## src/rtl/cpu_out_uart.sv

```systemverilog
// cpu_out_uart: buffers 4-bit CPU output-register writes in a small FIFO and
// serialises each one as an 8N1 UART frame on tx (LSB first, idle high).
// Optional build macro CPU_OUT_UART_HEX_ASCII_EN: when defined, each nibble is
// sent as its uppercase ASCII hex character; otherwise as {4'b0000, nibble}.
module cpu_out_uart #(
  parameter int CLKS_PER_BIT = 4,
  parameter int FIFO_DEPTH   = 4
) (
  input  logic       clk,
  input  logic       rst,
  input  logic [3:0] din,
  input  logic       wr,
  output logic       tx,
  output logic       busy,
  output logic       full,
  output logic       overflow
);

  localparam int PTR_W = $clog2(FIFO_DEPTH);
  localparam int CNT_W = PTR_W + 1;
  localparam logic [CNT_W-1:0] DEPTH_CNT = CNT_W'(FIFO_DEPTH);
  localparam logic [7:0]       BAUD_LAST = 8'(CLKS_PER_BIT - 1);

  typedef enum logic [1:0] {IDLE, START, DATA, STOP} state_t;

  state_t           state, state_next;
  logic [3:0]       mem [FIFO_DEPTH];
  logic [PTR_W-1:0] rd_ptr, wr_ptr;
  logic [CNT_W-1:0] count;
  logic [7:0]       baud_cnt, baud_next;
  logic [2:0]       bit_idx, bit_next;
  logic [7:0]       shift, shift_next;
  logic             tx_next;
  logic             empty, pop, push, baud_done;

  // Map a nibble onto the byte that goes out on the wire.
  function automatic logic [7:0] frame_byte(input logic [3:0] nib);
`ifdef CPU_OUT_UART_HEX_ASCII_EN
    frame_byte = (nib < 4'd10) ? (8'h30 + {4'h0, nib}) : (8'h37 + {4'h0, nib});
`else
    frame_byte = {4'b0000, nib};
`endif
  endfunction

  assign empty     = (count == '0);
  assign full      = (count == DEPTH_CNT);
  assign busy      = (state != IDLE) || !empty;
  assign baud_done = (baud_cnt == BAUD_LAST);
  // The FSM only pops from IDLE, so a pop always frees a slot for a write
  // arriving on the same edge even when the FIFO is full.
  assign pop       = (state == IDLE) && !empty;
  assign push      = wr && (!full || pop);

  // FIFO storage write port.
  // NOTE: the storage array is not reset; the pointers and occupancy counter
  // define which entries are valid, so clearing the array would only add logic.
  always_ff @(posedge clk) begin
    if (push && !rst) mem[wr_ptr] <= din;
  end

  // FIFO pointers, occupancy and the sticky overflow flag.
  // NOTE: sequential state always uses non-blocking assignments so every
  // register samples pre-edge values regardless of statement order.
  always_ff @(posedge clk) begin
    if (rst) begin
      wr_ptr   <= '0;
      rd_ptr   <= '0;
      count    <= '0;
      overflow <= 1'b0;
    end else begin
      if (push) wr_ptr <= wr_ptr + 1'b1;
      if (pop)  rd_ptr <= rd_ptr + 1'b1;
      case ({push, pop})
        2'b10:   count <= count + 1'b1;
        2'b01:   count <= count - 1'b1;
        default: count <= count;
      endcase
      if (wr && full && !pop) overflow <= 1'b1;
    end
  end

  // FSM state register.
  always_ff @(posedge clk) begin
    if (rst) state <= IDLE;
    else     state <= state_next;
  end

  // FSM next-state logic.
  // NOTE: every signal assigned in a combinational block gets a default first
  // so no path leaves it unassigned and no latch is inferred.
  always_comb begin
    state_next = state;
    case (state)
      IDLE:  if (!empty)                         state_next = START;
      START: if (baud_done)                      state_next = DATA;
      DATA:  if (baud_done && bit_idx == 3'd7)   state_next = STOP;
      STOP:  if (baud_done)                      state_next = IDLE;
      default:                                   state_next = IDLE;
    endcase
  end

  // FSM output logic: next values for baud counter, bit index, shifter and tx.
  always_comb begin
    baud_next  = baud_cnt + 8'd1;
    bit_next   = bit_idx;
    shift_next = shift;
    if (state_next != state || state == IDLE || baud_done) baud_next = '0;
    case (state)
      IDLE: begin
        if (pop) begin
          shift_next = frame_byte(mem[rd_ptr]);
          bit_next   = '0;
        end
      end
      START: if (baud_done) bit_next = '0;
      DATA: begin
        if (baud_done) begin
          shift_next = {1'b0, shift[7:1]};
          bit_next   = bit_idx + 3'd1;
        end
      end
      default: ;
    endcase
    // tx is registered from the state being entered, so START drives low on
    // the same edge that pops the FIFO.
    case (state_next)
      START:   tx_next = 1'b0;
      DATA:    tx_next = shift_next[0];
      default: tx_next = 1'b1;
    endcase
  end

  // Datapath registers, including the glitch-free tx output.
  always_ff @(posedge clk) begin
    if (rst) begin
      baud_cnt <= '0;
      bit_idx  <= '0;
      shift    <= '0;
      tx       <= 1'b1;
    end else begin
      baud_cnt <= baud_next;
      bit_idx  <= bit_next;
      shift    <= shift_next;
      tx       <= tx_next;
    end
  end

endmodule

```

## config.mk

```make
export PLATFORM = sky130hd
export DESIGN_NAME = cpu_out_uart
export DESIGN_NICKNAME = d
export VERILOG_FILES = /design/src/rtl/cpu_out_uart.sv
export SDC_FILE = /design/constraint.sdc
export NUM_CORES = 1
export LEC_CHECK = 0
export CORE_MARGIN = 3
export CORE_UTILIZATION = 25
export CTS_BUF_LIST = sky130_fd_sc_hd__clkbuf_4 sky130_fd_sc_hd__clkbuf_8
export DETAILED_ROUTE_END_ITERATION = 10
export GPL_TIMING_DRIVEN = 0
export PLACE_DENSITY = 0.47
export SYNTH_ARGS = -nofsm -noshare
export SYNTH_HDL_FRONTEND = slang
export SYNTH_SLANG_ARGS = --single-unit
```

## constraint.sdc

```tcl
create_clock -name clk -period 2.7 [get_ports clk]
set_input_delay 0.54 -clock clk [delete_from_list [all_inputs] [get_ports clk]]
set_output_delay 0.54 -clock clk [all_outputs]
set_load 0.02 [all_outputs]
```

Yosys cells after proc, flatten, opt, wreduce, memory -nomap -nowiden

Memory sizes are Yosys's and may differ from the RTL's. A register that Yosys moved wholly into a read port is not among the register bits.
Index checks and enable logic that the tools add are counted.

Add/sub/neg operators: 6
Equality and inequality tests: 14
Muxes and demuxes: 18
Reduce and logical (&&, ||, !) cells: 23

Operators by type and width:

| kind                | number |
|---|---|
| $mux 8              | 2 |
| $pmux 8 s2          | 1 |
| $mux 2              | 6 |
| $mux 3              | 3 |
| $pmux 3 s3          | 1 |
| $add 8x1->8 const B | 1 |
| $eq 2x2->1 const B  | 4 |
| $eq 8x2->1 const B  | 1 |
| $pmux 2 s4          | 1 |
| $add 3x1->3 const B | 2 |
| $eq 2x1->1 const B  | 3 |
| $eq 3x3->1 const B  | 2 |
| $logic_and 1x1->1   | 6 |
| $ne 2x2->1 const B  | 3 |
| $pmux 3 s2          | 1 |
| $reduce_bool 2->1   | 3 |
| $add 2x1->2 const B | 2 |
| $logic_not 1->1     | 4 |
| $logic_or 1x1->1    | 4 |
| $reduce_and 4->1    | 1 |
| $logic_not 3->1     | 1 |
| $reduce_and 3->1    | 1 |
| $reduce_bool 3->1   | 1 |
| $sub 3x1->3 const B | 1 |
| other kinds (5)     | 6 |

Register bits: 30
Bits in writable memories: 16
Input port bits: 7
Word-level logic and storage cells: 72
Memories: 1

Memory list:

| memory | words | bits a word | read ports | clocked after Yosys merged registers in | wr ports | RTL line | source |
|---|---|---|---|---|---|---|---|
| mem    | 4     | 4           | 1          | 1                                       | 1        | 27       | `logic [3:0] mem [FIFO_DEPTH];` |

Longest topological paths before layout

Word-level depth: 8
Gate-level depth with buffers: 7
Mapped depth without buffers: 6

Worst setup path after synthesis

OpenSTA, ideal clock, no wires.

Path kind: register to register
Start point: register state[1]
End point: register count[2]
Library setup time: 0.118 ns
Arrival: 1.891 ns
Required time: 2.582 ns
Setup slack: 0.691 ns
Cell stages (with the launch flop): 7
Cells stage by stage: dfxtp_1 > buf_2 > nor2_4 > nand3_1 > fa_1 > or4b_1 > o2111a_1

Word-level cells in the longest chain between the ends: 6

Ends and longest elaborated chain:

| what                                                   | RTL line | source |
|---|---|---|
| start, declared                                        | 26       | `state_t state, state_next;` |
| start signal, assigned                                 | 85       | `else state <= state_next;` |
| $logic_not 2->1 (*)                                    | 51       | `assign pop = (state == IDLE) && !empty;` |
| $logic_and 1x1->1 (*)                                  | 51       |  |
| $logic_or 1x1->1                                       | 52       | `assign push = wr && (!full \|\| pop);` |
| $logic_and 1x1->1                                      | 52       |  |
| $eq 2x1->1 / $eq 2x2->1 (equally long branches)        | 73       | `case ({push, pop})` |
| $pmux 3 s2 / $reduce_bool 2->1 (equally long branches) | -        |  |
| end signal, assigned                                   | 74       | `2'b10: count <= count + 1'b1;` |
| end signal, assigned                                   | 75       | `2'b01: count <= count - 1'b1;` |
| end signal, assigned                                   | 76       | `default: count <= count;` |
| end, declared                                          | 29       | `logic [CNT_W-1:0] count;` |

Mark *: on every way between the ends. The rest lies on a longest branch, timed or not.
A chain may end at the register's enable or synchronous reset.

Worst setup path after layout

Start point: register count[2]
End point: output full

Word-level cells in the longest chain between the ends: 1

Ends and longest elaborated chain:

| what          | RTL line | source |
|---|---|---|
| $eq 3x3->1    | 46       | `assign full = (count == DEPTH_CNT);` |
| end, declared | 15       | `output logic full,` |

Every way passes these cells.

==> results.cfg <==
[cts]
holdBufCountCts = 0
cts_root_buf = clkbuf_8
clkLatencyLatePin_ns = 0.30
cts_sinks = 47
cts.repair.resized = 0
cts_buffer_depth = 2
post_cts_buffers = 0
cts_tree = built
path_clk_slew_ns = 0.10
cts_made_buffers = 5
htreeDepth = 2

[critical_path]
path_max_fanout = 6
cp_slowest_cell = clkdlybuf4s50_1
slowest_delay_ns = 0.59
cp-start-kind = flop
path_cells = or3b_4 > inv_1 > clkdlybuf4s50_1
end_kind = output pin
cp.required_ns = 2.16
arrival_ns = 1.81
path_class = reg -> out

[detailed_routing]
drc_errors = 0
wire_per_inst_um = 12.0
drt_pass1_iterations = 4
viasPerCell = 4.37
drt_iter0_drc = 21
ant_nets = 0
wl_um = 3600
via_count = 1312

[layout]
drive_gt1_share_pct = 13.6
stdcell_count = 300
n_antenna_cell = 0
nets = 212
fillers = 824
syn_to_final_growth_pct = 15.5

[timing]
setup_violations = 0
period_share_pct = 87.0
tightest_slew_ns = 0.689
slew_viol_final = 0
setup-tns-final_ns = 0
hold_viol = 0
max_freq_mhz = 426
min_period_ns = 2.35
worst_hold_slack_ns = 0.457
maxSlewHeadroom_pct = 53.8
rsz0062_at_grt = false
fin_skew_ns = 0.0125

[place]
dp_hpwl_um = 2600
io_buffers = 10
globalplace.congestion = 0.687
dp.cells = 292

[synth]
synth_ff_type = dfxtp_1
yosysUniqueCellTypes = 46
async_flop_share_pct = 0
synth_edf_count = 16
synth_top_area_cell = dfxtp_1
syn_nets = 195
postSynthAreaPerCell_um2 = 11.5
synth.yosys.warnings = 0
netlist_area_um2 = 2070
synth.top_cell.area_share_pct = 30.0
synthCells = 180
ys_ff_latch = 47
ys_seq_area_share_pct = 53.2
ys_top_cells_by_area = dfxtp_1 (30%), edfxtp_1 (23%), nor2_1 (4.5%)

[die]
die-area_um2 = 9400
initial_core_util_pct = 26.2
row_count = 32
die-width_um = 97.0
ios = 11
die_h_um = 97.0
coreArea_um2 = 7890

[pwr]
p_sw_uw = 687
p_int_mw = 1.32
power_leakage_nw = 0.900
p_per_area_nw_per_um2 = 841
ir_drop_v = 0.000253
finalPower_mw = 2.01
swShare_pct = 34.2
p_comb_share_pct = 33.1
seq_power_share_pct = 45.2
clock_power_share_pct = 21.7

[grt]
grt_pass1_vias = 1218
grt_max_degree = 16
gr-total-overflow = 0
grt_pass1_wl_um = 6110
grt_usage_pct = 8.11
antenna_found_initial = 0

[job]
cap_violations = 0

[status]
status = finished clean

[hold_path]
holdCritPathClass = reg -> reg
[flip-flops by register name (all words and copies together), names as in the netlist, named ones only]
| register | flops |
|---|---|
| baud_cnt | 8 |
| wr_ptr | 2 |
| overflow | 1 |
| count | 3 |
| rd_ptr | 2 |
| state | 2 |
| mem | 16 |
| bit_idx | 3 |
| shift | 7 |
| tx | 1 |
[stage by stage]
| step | utilization [%] | setup WS [ns] | area [µm²] |
|---|---|---|---|
| 6_report | 30.3 | 0.352 | 2390 |
| 4_1_cts | 30.3 | 0.331 | 2390 |
| 5_1_grt | 30.3 | 0.266 | 2390 |
| 3_3_place_gp | 29.1 | 0.178 | 2300 |
| 2_1_floorplan | - | 0.691 | 2070 |
| 3_5_place_dp | 29.1 | 0.168 | 2300 |
[layout by cell type, fill, tap and decap left out, types with 2 or more instances in the layout]
master,n
buf_2,3
mux4_2,4
inv_1,8
nand3_1,13
a22oi_1,4
and2_1,6
clkbuf_1,3
nand2_1,7
ha_1,7
and3_1,2
a31oi_1,3
clkdlybuf4s50_1,10
dfxtp_1,31
nor3_2,2
xnor2_1,4
clkbuf_8,5
mux2_1,2
xor2_1,6
nor2_1,25
edfxtp_1,16
a22o_1,2
a21oi_1,5
nor3_1,2
[synth_stat cells (2+ instances only)]
cell and number:
ha_1 7, dfxtp_1 31, buf_2 3, mux4_2 4, a22oi_1 4, and3_1 2, and2_1 6, xor2_1 6
mux2_1 2, a22o_1 2, nor3_2 2, inv_1 8, edfxtp_1 16, a21oi_1 5, nand3_1 13, nor2_1 25
clkbuf_1 3, xnor2_1 4, nor3_1 2, nand2_1 7, a31oi_1 3
[critical path, delay by kind of cell (launching register included)]
family	cells	cell delay (ns)
buffers and inverters	2	0.65
AND/OR/NAND/NOR	1	0.43
flip-flops	1	0.42
[power by group through the flow]
stage	combinational [mW]	sequential [mW]	clock (mW)
after floorplan	0.488	0.916	0
final	0.664	0.908	0.436
after detailed placement	0.670	0.927	0
after global routing	0.742	0.925	0.482
after global placement	0.673	0.926	0
after CTS	0.672	0.912	0.456
[worst paths after layout]
check                              start        to  slack [ns]  cells after the start
worst min-delay path            shift[5]  shift[4]        0.46                      2
worst max-delay path            count[2]      full        0.35                      3
worst max register to register  state[1]  count[2]        0.51                      6
worst min register to register  shift[5]  shift[4]        0.46                      2
[cells by family after synthesis]
family | synth area share, %
mux | 6.47
flops | 53.2
fa+ha+maj | 5.20
buf+inv | 2.72
xor+xnor | 4.23
compound gates | 8.89
simple gates | 19.2
[metal layers]
| metal | track usage [%] | part of all wire, % | up-vias |
|---|---|---|---|
| li1 | - | - | 683 |
| met1 | 11.3 | 52 | 613 |
| met2 | 11.8 | 44 | 12 |
| met3 | 2.38 | 2.7 | 4 |
| met4 | 3.24 | 1.4 | 0 |
| met5 | 0 | 0 | - |
[cell type report]
cell class	instances	area (µm²)	area share, %
sequential	47	1100	46.1
multi-input combinational	119	911	38.1
tap	102	128	5.34
timing repair buffer	10	100	4.19
clock buffer	6	76.3	3.20
inverter	8	30.0	1.26
buffer	6	26.3	1.10
clock inverter	2	16.3	0.681
No activity file was read; power rests on OpenSTA's default activity.
